`config.mk`:
```
export PLATFORM = sky130hd
export DESIGN_NAME = mem_stage
export DESIGN_NICKNAME = d
export VERILOG_FILES = /design/src/rtl/core_types_pkg.sv /design/src/rtl/load_store_align.sv /design/src/rtl/mem_stage.sv
export SDC_FILE = /design/constraint.sdc
export NUM_CORES = 1
export LEC_CHECK = 0
export ABC_CLOCK_PERIOD_IN_PS = 6000
export BUFFER_PORTS_ARGS = -buffer_cell sky130_fd_sc_hd__clkbuf_2
export CORE_UTILIZATION = 57
export DETAILED_ROUTE_END_ITERATION = 6
export PLACE_DENSITY = 0.89
export REMOVE_ABC_BUFFERS = 1
export SLEW_MARGIN = 30
export SYNTH_ARGS = -nofsm -noshare
export SYNTH_HDL_FRONTEND = slang
export SYNTH_SLANG_ARGS = --single-unit
```
`constraint.sdc`:
```
create_clock -name clk -period 6 [get_ports clk]
set_input_delay 0.9 -clock clk [delete_from_list [all_inputs] [get_ports clk]]
set_output_delay 0.9 -clock clk [all_outputs]
set_load 0.01 [all_outputs]
```
`src/rtl/core_types_pkg.sv`:
```
// core_types_pkg: shared pipeline types, memory-stage FSM states and func3 codes
package core_types_pkg;

    typedef enum logic {IDLE, ACCESS} mem_state_t;

    typedef struct packed {
        logic        we;
        logic [31:0] addr;
        logic [31:0] wdata;
        logic [3:0]  be;
    } dmem_req_t;

    typedef struct packed {
        logic [31:0] rs2;
        logic [4:0]  rd;
        logic [31:0] result;
        logic        Wmem;
        logic        Rmem;
        logic        Wreg;
        logic [2:0]  func3;
    } EXE_out_t;

    typedef struct packed {
        logic [4:0]  rd;
        logic [31:0] result;
        logic        Wreg;
        logic        Rmem;
    } MEM_out_t;

    localparam logic [2:0] F3_B  = 3'b000;
    localparam logic [2:0] F3_H  = 3'b001;
    localparam logic [2:0] F3_W  = 3'b010;
    localparam logic [2:0] F3_BU = 3'b100;
    localparam logic [2:0] F3_HU = 3'b101;

endpackage

```
`src/rtl/load_store_align.sv`:
```
// load_store_align: byte-lane steering for stores and lane select plus sign/zero extension for loads
module load_store_align
    import core_types_pkg::*;
(
    input  logic [2:0]  func3,
    input  logic [1:0]  lane,
    input  logic [31:0] rs2,
    input  logic [31:0] rdata,
    output logic [3:0]  be,
    output logic [31:0] wdata,
    output logic [31:0] load_result,
    output logic        misaligned
);
    logic        is_b, is_h, uns;
    logic [1:0]  ln;
    logic [31:0] sh;

    always_comb begin
        is_b        = func3 == F3_B || func3 == F3_BU;
        is_h        = func3 == F3_H || func3 == F3_HU;
        uns         = func3 == F3_BU || func3 == F3_HU;
        // halfword drops lane bit 0, word uses lane 0: misaligned accesses fall back to the aligned unit
        ln          = is_b ? lane : is_h ? {lane[1], 1'b0} : 2'b00;
        misaligned  = is_h ? lane[0] : !is_b && |lane;
        be          = is_b ? 4'b0001 << ln : is_h ? 4'b0011 << ln : 4'b1111;
        wdata       = is_b ? {4{rs2[7:0]}} : is_h ? {2{rs2[15:0]}} : rs2;
        sh          = rdata >> {ln, 3'b000};
        load_result = is_b ? {{24{!uns && sh[7]}}, sh[7:0]} :
                      is_h ? {{16{!uns && sh[15]}}, sh[15:0]} : rdata;
    end
endmodule

```
`src/rtl/mem_stage.sv`:
```
// mem_stage: EXE->WB memory stage with req/ack data memory access; MEM_MISALIGN_TRAP_EN traps misaligned H/W
module mem_stage
    import core_types_pkg::*;
#(
    parameter int MAX_WAIT = 255
)
(
    input  logic        clk,
    input  logic        nRst,
    input  EXE_out_t    exe_in,
    input  logic        exe_valid,
    output logic        stall,
    output MEM_out_t    mem_out,
    output logic        mem_valid,
    output logic        dmem_req,
    output logic        dmem_we,
    output logic [31:0] dmem_addr,
    output logic [31:0] dmem_wdata,
    output logic [3:0]  dmem_be,
    input  logic [31:0] dmem_rdata,
    input  logic        dmem_ack,
    output logic        bus_err,
    output logic        misalign
);
    mem_state_t  state;
    logic [7:0]  cnt;
    dmem_req_t   rq;
    EXE_out_t    op_q;
    MEM_out_t    pend, imm, done_out;
    logic        pend_v, pend_mis;
    logic        acc, is_mem, trap, launch, imm_v, done, abort;
    logic [3:0]  st_be, unused_be;
    logic [31:0] st_wdata, ld_res, unused_wdata, unused_ld;
    logic        st_mis, unused_mis;

    load_store_align u_st (
        .func3(exe_in.func3), .lane(exe_in.result[1:0]), .rs2(exe_in.rs2), .rdata(dmem_rdata),
        .be(st_be), .wdata(st_wdata), .load_result(unused_ld), .misaligned(st_mis)
    );

    load_store_align u_ld (
        .func3(op_q.func3), .lane(op_q.result[1:0]), .rs2(op_q.rs2), .rdata(dmem_rdata),
        .be(unused_be), .wdata(unused_wdata), .load_result(ld_res), .misaligned(unused_mis)
    );

`ifdef MEM_MISALIGN_TRAP_EN
    assign trap = (exe_in.Wmem || exe_in.Rmem) && st_mis;
`else
    logic unused_st_mis;
    assign unused_st_mis = st_mis;
    assign trap = 1'b0;
`endif

    assign stall      = state == ACCESS && !dmem_ack;
    assign dmem_we    = rq.we;
    assign dmem_addr  = rq.addr;
    assign dmem_wdata = rq.wdata;
    assign dmem_be    = rq.be;

    always_comb begin
        acc      = state == IDLE || dmem_ack;
        is_mem   = exe_in.Wmem || exe_in.Rmem;
        launch   = acc && exe_valid && is_mem && !trap;
        imm_v    = acc && exe_valid && (!is_mem || trap);
        imm      = '{rd: exe_in.rd, result: exe_in.result, Wreg: exe_in.Wreg && !trap, Rmem: 1'b0};
        abort    = state == ACCESS && !dmem_ack && cnt == 8'(MAX_WAIT - 1);
        done     = state == ACCESS && (dmem_ack || abort);
        done_out = '{rd: op_q.rd, result: (abort || op_q.Wmem) ? op_q.result : ld_res,
                     Wreg: op_q.Wreg && !abort && !op_q.Wmem, Rmem: op_q.Rmem && !abort && !op_q.Wmem};
    end

    // an immediate result accepted on a completion edge is parked in pend and emitted next cycle
    always_ff @(posedge clk or negedge nRst) begin
        if (!nRst) begin
            state     <= IDLE;
            cnt       <= '0;
            dmem_req  <= 1'b0;
            rq        <= '0;
            op_q      <= '0;
            mem_out   <= '0;
            mem_valid <= 1'b0;
            bus_err   <= 1'b0;
            misalign  <= 1'b0;
            pend      <= '0;
            pend_v    <= 1'b0;
            pend_mis  <= 1'b0;
        end else begin
            state     <= launch ? ACCESS : done ? IDLE : state;
            cnt       <= launch ? 8'd0 : state == ACCESS ? cnt + 8'd1 : cnt;
            dmem_req  <= launch || (dmem_req && !done);
            if (launch) begin
                rq   <= '{we: exe_in.Wmem, addr: {exe_in.result[31:2], 2'b00}, wdata: st_wdata,
                          be: exe_in.Wmem ? st_be : 4'b0000};
                op_q <= exe_in;
            end
            mem_out   <= done ? done_out : pend_v ? pend : imm_v ? imm :
                         '{rd: mem_out.rd, result: mem_out.result, Wreg: 1'b0, Rmem: mem_out.Rmem};
            mem_valid <= done || pend_v || imm_v;
            misalign  <= !done && (pend_v ? pend_mis : imm_v && trap);
            bus_err   <= abort;
            pend_v    <= (done || pend_v) && imm_v;
            pend      <= imm;
            pend_mis  <= trap;
        end
    end
endmodule

```
Word-level counts from Yosys, hierarchy flattened

Index checks and enable logic that the tools add are counted.

$add $sub $neg: 1
Equal/unequal tests: 7
Shift-type cells: 3
Multiplexer cells: 19
Bitwise gates (word level): 1
Reductions and logical operators: 37

Operator list:

| operator              | count |
|---|---|
| $mux W32              | 5 |
| $mux W39              | 3 |
| $shr A32 B5 Y16       | 1 |
| $mux W8               | 2 |
| $logic_and A1 B1 Y1   | 14 |
| $eq A3 B3 Y1 const B  | 4 |
| $logic_or A1 B1 Y1    | 12 |
| $mux W4               | 3 |
| $add A8 B1 Y8 const B | 1 |
| $eq A8 B8 Y1 const B  | 1 |
| $mux W2               | 4 |
| $eq A3 B1 Y1 const B  | 2 |
| $logic_not A1 Y1      | 6 |
| $logic_not A3 Y1      | 2 |
| $reduce_bool A2 Y1    | 2 |
| $shl A1 B2 Y4 const A | 1 |
| $shl A2 B2 Y4 const A | 1 |
| $reduce_bool A3 Y1    | 1 |
| $mux W1               | 2 |
| $not A1 Y1            | 1 |

Register bits after elaboration: 199
Bits of input ports: 111
Output and inout bits: 113

Logic depth before layout (Yosys ltp)

Gate-level depths: netlist (run 1).

Depth in word-level cells: 10
Depth in mapped cells: 9
Mapped depth without buffers: 7

By module

Synthesis (run 1) repeated with hierarchy kept, for this count alone.

Cells, all modules: 950
Area total of the unflattened synthesis: 10976.8 µm²

Modules (own cells, without submodules):

| module           | instances | cells an instance | area each (µm²) | seq. area each (µm²) |
|---|---|---|---|---|
| mem_stage        | 1         | 600               | 8597.0          | 5029.8 |
| load_store_align | 2         | 175               | 1189.9          | 0.0 |

Worst setup path before layout (run 1)

OpenSTA, ideal clock, no wires.

Kind: input port to flip-flop
From: in dmem_ack
To: reg mem_out[33] (netlist bit)
Setup time: 0.087 ns
Data arrival time: 2.240 ns
Setup slack: 3.673 ns
Stages on the path: 7
Buffers on the path: 2
Cell sequence: nand2b_1 buf_2 nand3_2 buf_1 nor3_1 or4_1 a22oi_1

Word-level cells in the longest chain between the ends: 6
Elaborated cells between the ends (all ways): 12
Those cells by class: mux (2); reduce/logical (10)

Ends and longest elaborated chain:

| item                                                   | RTL line                         | text |
|---|---|---|
| start, declared                                        | mem_stage.sv:21                  | `input logic dmem_ack,` |
| $logic_not A1 Y1                                       | mem_stage.sv:66                  | `abort = state == ACCESS && !dmem_ack && cnt == 8'(MAX_WAIT - 1);` |
| $logic_and A1 B1 Y1 (2 in a row)                       | mem_stage.sv:66                  |  |
| $logic_or A1 B1 Y1, on equally long branches           | mem_stage.sv:68, mem_stage.sv:67 |  |
| $mux W32 / $logic_and A1 B1 Y1 (equally long branches) | mem_stage.sv:68, mem_stage.sv:67 |  |
| $mux W39 / $reduce_bool A3 Y1 (equally long branches)  | -                                |  |
| end signal, assigned                                   | mem_stage.sv:96                  | `mem_out <= done ? done_out : pend_v ? pend : imm_v ? imm :` |
| end, declared                                          | mem_stage.sv:13                  | `output MEM_out_t mem_out,` |

Parallel ways exist; a longest one is shown, timed or not.
A chain may end at the register's enable or synchronous reset.

Worst setup path after layout (run 1)

From: reg op_q[0] (netlist bit)
To: reg mem_out[23] (netlist bit)

Word-level cells in the longest chain between the ends: 10
Elaborated cells between the ends (all ways): 17
Those cells by class: eq/ne (3); shift (1); mux (6); reduce/logical (7)

Ends and longest elaborated chain:

| item                                                | RTL line                                       | text |
|---|---|---|
| start, declared                                     | mem_stage.sv:28                                | `EXE_out_t op_q;` |
| start signal, assigned                              | mem_stage.sv:94                                | `op_q <= exe_in;` |
| $eq A3 B1 Y1 / $eq A3 B3 Y1 (equally long branches) | load_store_align.sv:20, load_store_align.sv:21 |  |
| $logic_or A1 B1 Y1                                  | load_store_align.sv:20                         | `is_h = func3 == F3_H \|\| func3 == F3_HU;` |
| $mux W2 (2 in a row)                                | load_store_align.sv:23                         | `ln = is_b ? lane : is_h ? {lane[1], 1'b0} : 2'b00;` |
| $shr A32 B5 Y16                                     | load_store_align.sv:27                         | `sh = rdata >> {ln, 3'b000};` |
| $logic_and A1 B1 Y1                                 | load_store_align.sv:29                         | `is_h ? {{16{!uns && sh[15]}}, sh[15:0]} : rdata;` |
| $mux W32                                            | load_store_align.sv:29                         |  |
| $mux W32 *                                          | load_store_align.sv:28                         | `load_result = is_b ? {{24{!uns && sh[7]}}, sh[7:0]} :` |
| $mux W32 *                                          | mem_stage.sv:68                                | `done_out = '{rd: op_q.rd, result: (abort \|\| op_q.Wmem) ? op_q.result : ld_res,` |
| $mux W39 *                                          | mem_stage.sv:96                                |  |

Every way passes the cells marked *; elsewhere a longest branch is shown, timed or not.

==> results_dict.tcl, run 1 <==
set metrics [dict create \
    n_antenna_cell 0 \
    synth_area_per_cell_sq_um 9.26 \
    worst_pin_slew_ns 0.982 \
    utilization 0.693 \
    hold_viol 0 \
    clk_latency_ns 0.43 \
    finalSetupViolations 0 \
    r2r-start "op_q[0]$_DFFE_PN0P_" \
    firstDrtPassIters 7 \
    tns_ns 0 \
    die_area_sq_um 14600 \
    die_h_um 121 \
    initial_utilization 0.582 \
    numPortBuffers 220 \
    end_kind "register" \
    path_max_fanout 16 \
    fp-row-count 43 \
    core_area_sq_um 13800 \
    slowest_delay_ns 0.72 \
    place_congestion 0.899 \
    yosys.cell_types.count 44 \
    synth-main-ff-cell "dfrtp_1" \
    synth_edf_count 0 \
    cts_root_buf "clkbuf_16" \
    ys_seq_area_frac 0.526 \
    period_minus_slack_ns 2.82 \
    wl_per_cell_um 17.7 \
    drt_iter0_markers 812 \
    num-nets-final 1141 \
    wirelength_mm 21.6 \
    leakagePower_nw 4.91 \
    power.total_mw 3.37 \
    r2r-end "mem_out[23]$_DFFE_PN0P_" \
    finalInstanceArea_sq_um 9590 \
    hp-class "register to register" \
    drcViolationCount 0 \
    arrival_ns 3.07 \
    route.met2.wl_mm 10.3 \
    power.density_nw_per_um2 351 \
    crit_buf_inv 0 \
    vias 7061 \
    worst-r2r-setup-slack_ns 3.18 \
    cts_resized 0 \
    final_antenna_net_count 0 \
    synth-async-reset-ratio 1.00 \
    crit_family "compound AO/OA/AOI/OAI gates" \
    antenna_found_initial 0 \
    drv_cap 0 \
    cts-buffers-inserted 17 \
    synth_top_area_frac 0.526 \
    finClkSkew_ns 0.00687 \
    drive_above_1_share 0.264 \
    path_clk_slew_ns 0.07 \
    cp.required_ns 6.26 \
    synthToLayoutAreaGrowth_pct 19.2 \
    criticalPathCategory "register to register" \
    grt_overflow 0 \
    grt_pass1_wl_mm 34.4 \
    slowest_stage "a211oi_4" \
    grt_pass1_vias 6737 \
    vias_per_cell 5.78 \
    placement.cell_area_sq_um 9000 \
    yosysWarnings 0 \
    syn_area_sq_um 8050 \
    worstHoldPathCells 2 \
    dieWidth_um 121 \
    reg2regPathDepth 5 \
    yosys.cell_count.top_type "nand2_1" \
    fin_crit_sh 0.469 \
    cp-start-kind "register" \
    whs_endpoint "dmem_wdata[25]$_DFFE_PN0P_" \
    maxSlewViolCount 0 \
    dp_hpwl_mm 14.5 \
    synth.largest_area_cell "dfrtp_1" \
    dr_wl_met3_mm 1.82 \
    synthCells 869 \
    fillers 1100 \
    numClockSinks 169 \
    grt_max_degree 105 \
    grt.total_usage 0.309 \
    postCtsSetupBuffers 0 \
    rsz0062_at_grt "false" \
    clock_path_buffers 2 \
    max_freq_mhz 355 \
    ir_drop_mv 0.204 \
    status "finished clean" \
    top_layer_used "met4" \
    io-pin-count 224 \
    synth-seq-cells 169 \
    cts_tree "done" \
    met1_length_mm 8.97 \
    cts_hold_buf 0 \
    ys_top_cells_by_area "dfrtp_1 (53%), nand2_1 (10%), mux2i_1 (5.0%)" \
    synthTopCellsByCount "nand2_1 (225), dfrtp_1 (169), o21ai_0 (72)" \
    path_cells "nand2b_1, a21o_1, a221o_1, a211oi_4, a22oi_1" \
    hp-start "dmem_wdata[25]$_DFFE_PN0P_" \
    cts_max_level 4 \
    slew_headroom 0.345 \
]
## worst reg2reg max path, delay by kind of cell (launching register included)
| kind | cells | cell delay [ns] |
|---|---|---|
| AO/OA/AOI/OAI | 4 | 1.68 |
| flip-flops | 1 | 0.54 |
| AND/OR/NAND/NOR | 1 | 0.43 |
## metal layers
| layer | vias up | global-route usage |
|---|---|---|
| li1 | 3253 | - |
| met1 | 3398 | 0.407 |
| met2 | 366 | 0.499 |
| met3 | 44 | 0.0788 |
| met4 | 0 | 0.103 |
| met5 | - | 0 |
## sequential cells by signal (all words and copies together) (netlist names)
signal,cells
bus_err,1
cnt,8
dmem_be,4
dmem_req,1
dmem_wdata,32
dmem_we,1
done_out,5
mem_out,39
mem_valid,1
op_q,37
pend,38
pend_v,1
state,1
## layout make-up
| class | instances | area, sq um | share of cell area |
|---|---|---|---|
| repair buffers | 230 | 1180 | 0.124 |
| clock inverters | 7 | 90.1 | 0.00940 |
| flip-flops and latches | 169 | 4230 | 0.441 |
| multi-input cells | 596 | 3310 | 0.345 |
| inverters | 14 | 52.6 | 0.00548 |
| well taps | 180 | 225 | 0.0235 |
| clock buffers | 25 | 495 | 0.0517 |
## where the power goes
part           leakage [nW]  switching (mW)  internal [mW]
logic                  2.56           0.464          0.332
clock network         0.283           0.438          0.656
registers              2.06           0.143           1.33
## through the flow
| stage | instances | setup WS, ns | hold slack (ns) |
|---|---|---|---|
| after global placement | 1189 | 3.18 | 0.454 |
| after detailed placement | 1189 | 3.15 | 0.462 |
| after global routing | 1221 | 2.94 | 0.503 |
| final | 1221 | 3.18 | 0.477 |
| after CTS | 1221 | 3.22 | 0.483 |
| after floorplan | 779 | 1.45 | 0.442 |
## worst max-delay path by stage
stage | slack, ns | end | startpoint | cells after the start
global placement | 3.18 | mem_out[9]$_DFFE_PN0P_ | dmem_ack | 7
finish | 3.18 | mem_out[23]$_DFFE_PN0P_ | op_q[0]$_DFFE_PN0P_ | 5
floorplan | 1.45 | state$_DFFE_PN0P_ | exe_in[4] | 2
global route | 2.94 | mem_out[23]$_DFFE_PN0P_ | op_q[0]$_DFFE_PN0P_ | 5
CTS | 3.22 | mem_out[23]$_DFFE_PN0P_ | op_q[0]$_DFFE_PN0P_ | 5
detailed placement | 3.15 | mem_out[9]$_DFFE_PN0P_ | dmem_ack | 7
## logic make-up after synthesis
group,after synthesis,synth area share
other,1,0.000466
buffers and inverters,106,0.0672
DFF,169,0.526
muxes,49,0.0624
AOI/OAI and AO/OA,155,0.121
xor gates and xnor gates,7,0.00762
and+or+nand+nor,380,0.213
adders and majority gates,2,0.00311
## layout by cell type (no fill, tap or decap), types with 2 or more instances in the layout
cell type,count
nand2b_1,5
clkbuf_1,4
and3_1,6
clkinvlp_4,2
nor3_1,51
xor2_1,6
o2bb2ai_1,3
mux2i_1,40
a22oi_1,34
clkbuf_16,17
conb_1,3
o21ai_0,72
clkbuf_2,219
mux2_2,8
dfrtp_1,168
nand4_1,4
buf_4,10
or4_1,23
ha_1,2
nor2_1,26
a22o_1,6
clkinv_2,3
nand3_1,6
a221oi_1,3
inv_1,14
and2_1,2
bufinv_16,2
a211oi_1,2
o2111ai_1,3
o211ai_1,2
a221o_1,2
nor2b_1,27
nand2_1,225
a21oi_1,16
clkbuf_8,5
a21o_1,3
o22ai_1,2
Power figures use the tool's default switching activity.
==> inputs of run 2 (changes only) <==
--- a/config.mk
+++ b/config.mk
@@ -5,11 +5,11 @@
 export SDC_FILE = /design/constraint.sdc
 export NUM_CORES = 1
 export LEC_CHECK = 0
-export ABC_CLOCK_PERIOD_IN_PS = 6000
+export ABC_CLOCK_PERIOD_IN_PS = 2500
 export BUFFER_PORTS_ARGS = -buffer_cell sky130_fd_sc_hd__clkbuf_2
-export CORE_UTILIZATION = 57
+export CORE_UTILIZATION = 48
 export DETAILED_ROUTE_END_ITERATION = 6
-export PLACE_DENSITY = 0.89
+export PLACE_DENSITY = 0.8
 export REMOVE_ABC_BUFFERS = 1
 export SLEW_MARGIN = 30
 export SYNTH_ARGS = -nofsm -noshare
==> constraint.sdc (replaced) <==
create_clock -name clk -period 2.5 [get_ports clk]
set_input_delay 0.375 -clock clk [delete_from_list [all_inputs] [get_ports clk]]
set_output_delay 0.375 -clock clk [all_outputs]
set_load 0.01 [all_outputs]
==> results_dict.tcl, run 2 (synthesized netlist as in run 1, its figures left out) <==
set metrics [dict create \
    clkPwrFrac 0.329 \
    dieWidth_um 131 \
    arrival_ns 2.52 \
    finalSetupViolations 0 \
    synthToLayoutAreaGrowth_pct 22.6 \
    drcViolationCount 0 \
    crit_buf_inv 1 \
    die_h_um 131 \
    wl_per_cell_um 17.0 \
    dp_hpwl_mm 15.4 \
    numPortBuffers 220 \
    regArea_sq_um 4230 \
    path_cells "nor2b_1, mux2_1, a221o_1, a211oi_4, buf_4, a22oi_1" \
    dp_slack_ns 0.301 \
    slew_headroom 0.451 \
    finalInstanceArea_sq_um 9860 \
    use_met1 0.349 \
    vias_per_cell 5.50 \
    grtUsageMet2 0.406 \
    switching_share 0.322 \
    max_freq_mhz 450 \
    final_antenna_net_count 0 \
    clk_latency_ns 0.43 \
    antenna_found_initial 0 \
    path_max_fanout 16 \
    end_kind "register" \
    slowest_stage "a221o_1" \
    worst_pin_slew_ns 0.820 \
    power_frac_comb 0.243 \
    crit_family "compound AO/OA/AOI/OAI gates" \
    multiInputGateArea_sq_um 3310 \
    placement.cell_area_sq_um 9250 \
    rsz0062_at_grt "false" \
    power.share.sequential 0.428 \
    path_clk_slew_ns 0.07 \
    numClockSinks 169 \
    hp-class "input pin to register" \
    maxSlewViolCount 0 \
    tns_ns 0 \
    slowest_delay_ns 0.41 \
    cts-buffers-inserted 17 \
    drive_above_1_share 0.281 \
    vias 7032 \
    drv_cap 0 \
    worst-r2r-setup-slack_ns 0.28 \
    die_area_sq_um 17300 \
    grt_pass1_vias 6769 \
    criticalPathCategory "register to register" \
    status "finished clean" \
    hold_viol 0 \
    groute.layer.met3.usage 0.0667 \
    io-pin-count 224 \
    setup_ws_ns 0.276 \
    initial_utilization 0.499 \
    ir_drop_mv 0.566 \
    place_congestion 0.857 \
    grt_pass1_wl_mm 35.4 \
    fillers 1369 \
    cts_root_buf "clkbuf_16" \
    cts_max_level 4 \
    largest_reg_flops 39 \
    cp.required_ns 2.79 \
    grt_overflow 0 \
    fp-row-count 46 \
    drt_iter0_markers 539 \
    clock_path_buffers 2 \
    cts_tree "done" \
    n_antenna_cell 0 \
    power.density_nw_per_um2 831 \
    grt.total_usage 0.260 \
    core_area_sq_um 16100 \
    period_minus_slack_ns 2.22 \
    post-place-cells 1246 \
    top_register "mem_out" \
    p_switching_mw 2.64 \
    grt.busiest_layer "met2" \
    cp-start-kind "register" \
    grt_max_degree 62 \
    p_int_mw 5.55 \
    leakagePower_nw 5.04 \
    num-nets-final 1163 \
    fin_crit_sh 0.890 \
    top_regs "mem_out (39), pend (38), op_q (37)" \
    finalNonFillerCells 1279 \
    most-common-layout-cells "nand2_1 (225), clkbuf_2 (219), dfrtp_1 (168)" \
    finClkSkew_ns 0.0137 \
    wirelength_mm 21.7 \
    firstDrtPassIters 5 \
    final_common_cell "nand2_1" \
]
==> run 2: cell types whose count changed in the layout (fill, tap and decap cells not counted), sizes merged <==
| cell | delta |
|---|---|
| clkinvlp | -1 |
| buf | +22 |
| clkbuf | -9 |
| inv | +9 |
| dlygate4sd3 | +1 |
==> run 2: final cells by class <==
type,count,share of cell area
timing repair buffer,252,0.142
clock inverter,15,0.0180
multi-input combinational,596,0.335
inverter,14,0.00533
sequential,169,0.429
tap,216,0.0274
clock buffer,17,0.0431
==> run 2: path summary, 6_finish.rpt <==
check	from	cells past startpoint	end
max in group asynchronous	nRst	3	pend[1]$_DFF_PN0_
hold / removal	exe_in[8]	1	pend[4]$_DFF_PN0_
setup / recovery	op_q[6]$_DFFE_PN0P_	6	mem_out[23]$_DFFE_PN0P_
hold reg to reg	done_out[34]$_DFFE_PN0P_	2	done_out[34]$_DFFE_PN0P_
setup reg to reg	op_q[6]$_DFFE_PN0P_	6	mem_out[23]$_DFFE_PN0P_
min in group asynchronous	nRst	2	bus_err$_DFF_PN0_
==> run 2: metrics by stage <==
step           total power [mW]  hold slack (ns)  utilization
6_report                   8.19           0.0829        0.612
5_1_grt                    8.60           0.0712        0.612
4_1_cts                    8.25           0.0666        0.612
3_5_place_dp               5.54            0.397        0.574
3_3_place_gp               5.48            0.394        0.574
2_1_floorplan              4.56           0.0794            -
==> run 2: repair_timing <==
action | in CTS | in global routing
hold endpoints to repair | 57 | 0
gates resized for setup | 0 | 0
hold buffers | 1 | 0
setup buffers | 0 | 0
==> run 2: power groups by stage <==
stage | combinational (mW) | clock, mW | sequential (mW)
6_report | 1.99 | 2.69 | 3.51
5_1_grt | 2.20 | 2.85 | 3.56
4_1_cts | 2.01 | 2.74 | 3.50
3_5_place_dp | 1.99 | 0 | 3.55
3_3_place_gp | 1.94 | 0 | 3.54
2_1_floorplan | 0.856 | 0 | 3.70
==> run 2: routing by layer <==
| layer | share of wire | vias up |
|---|---|---|
| li1 | - | 3291 |
| met3 | 0.091 | 41 |
| met5 | 0 | - |
| met1 | 0.41 | 3367 |
| met2 | 0.47 | 333 |
| met4 | 0.022 | 0 |
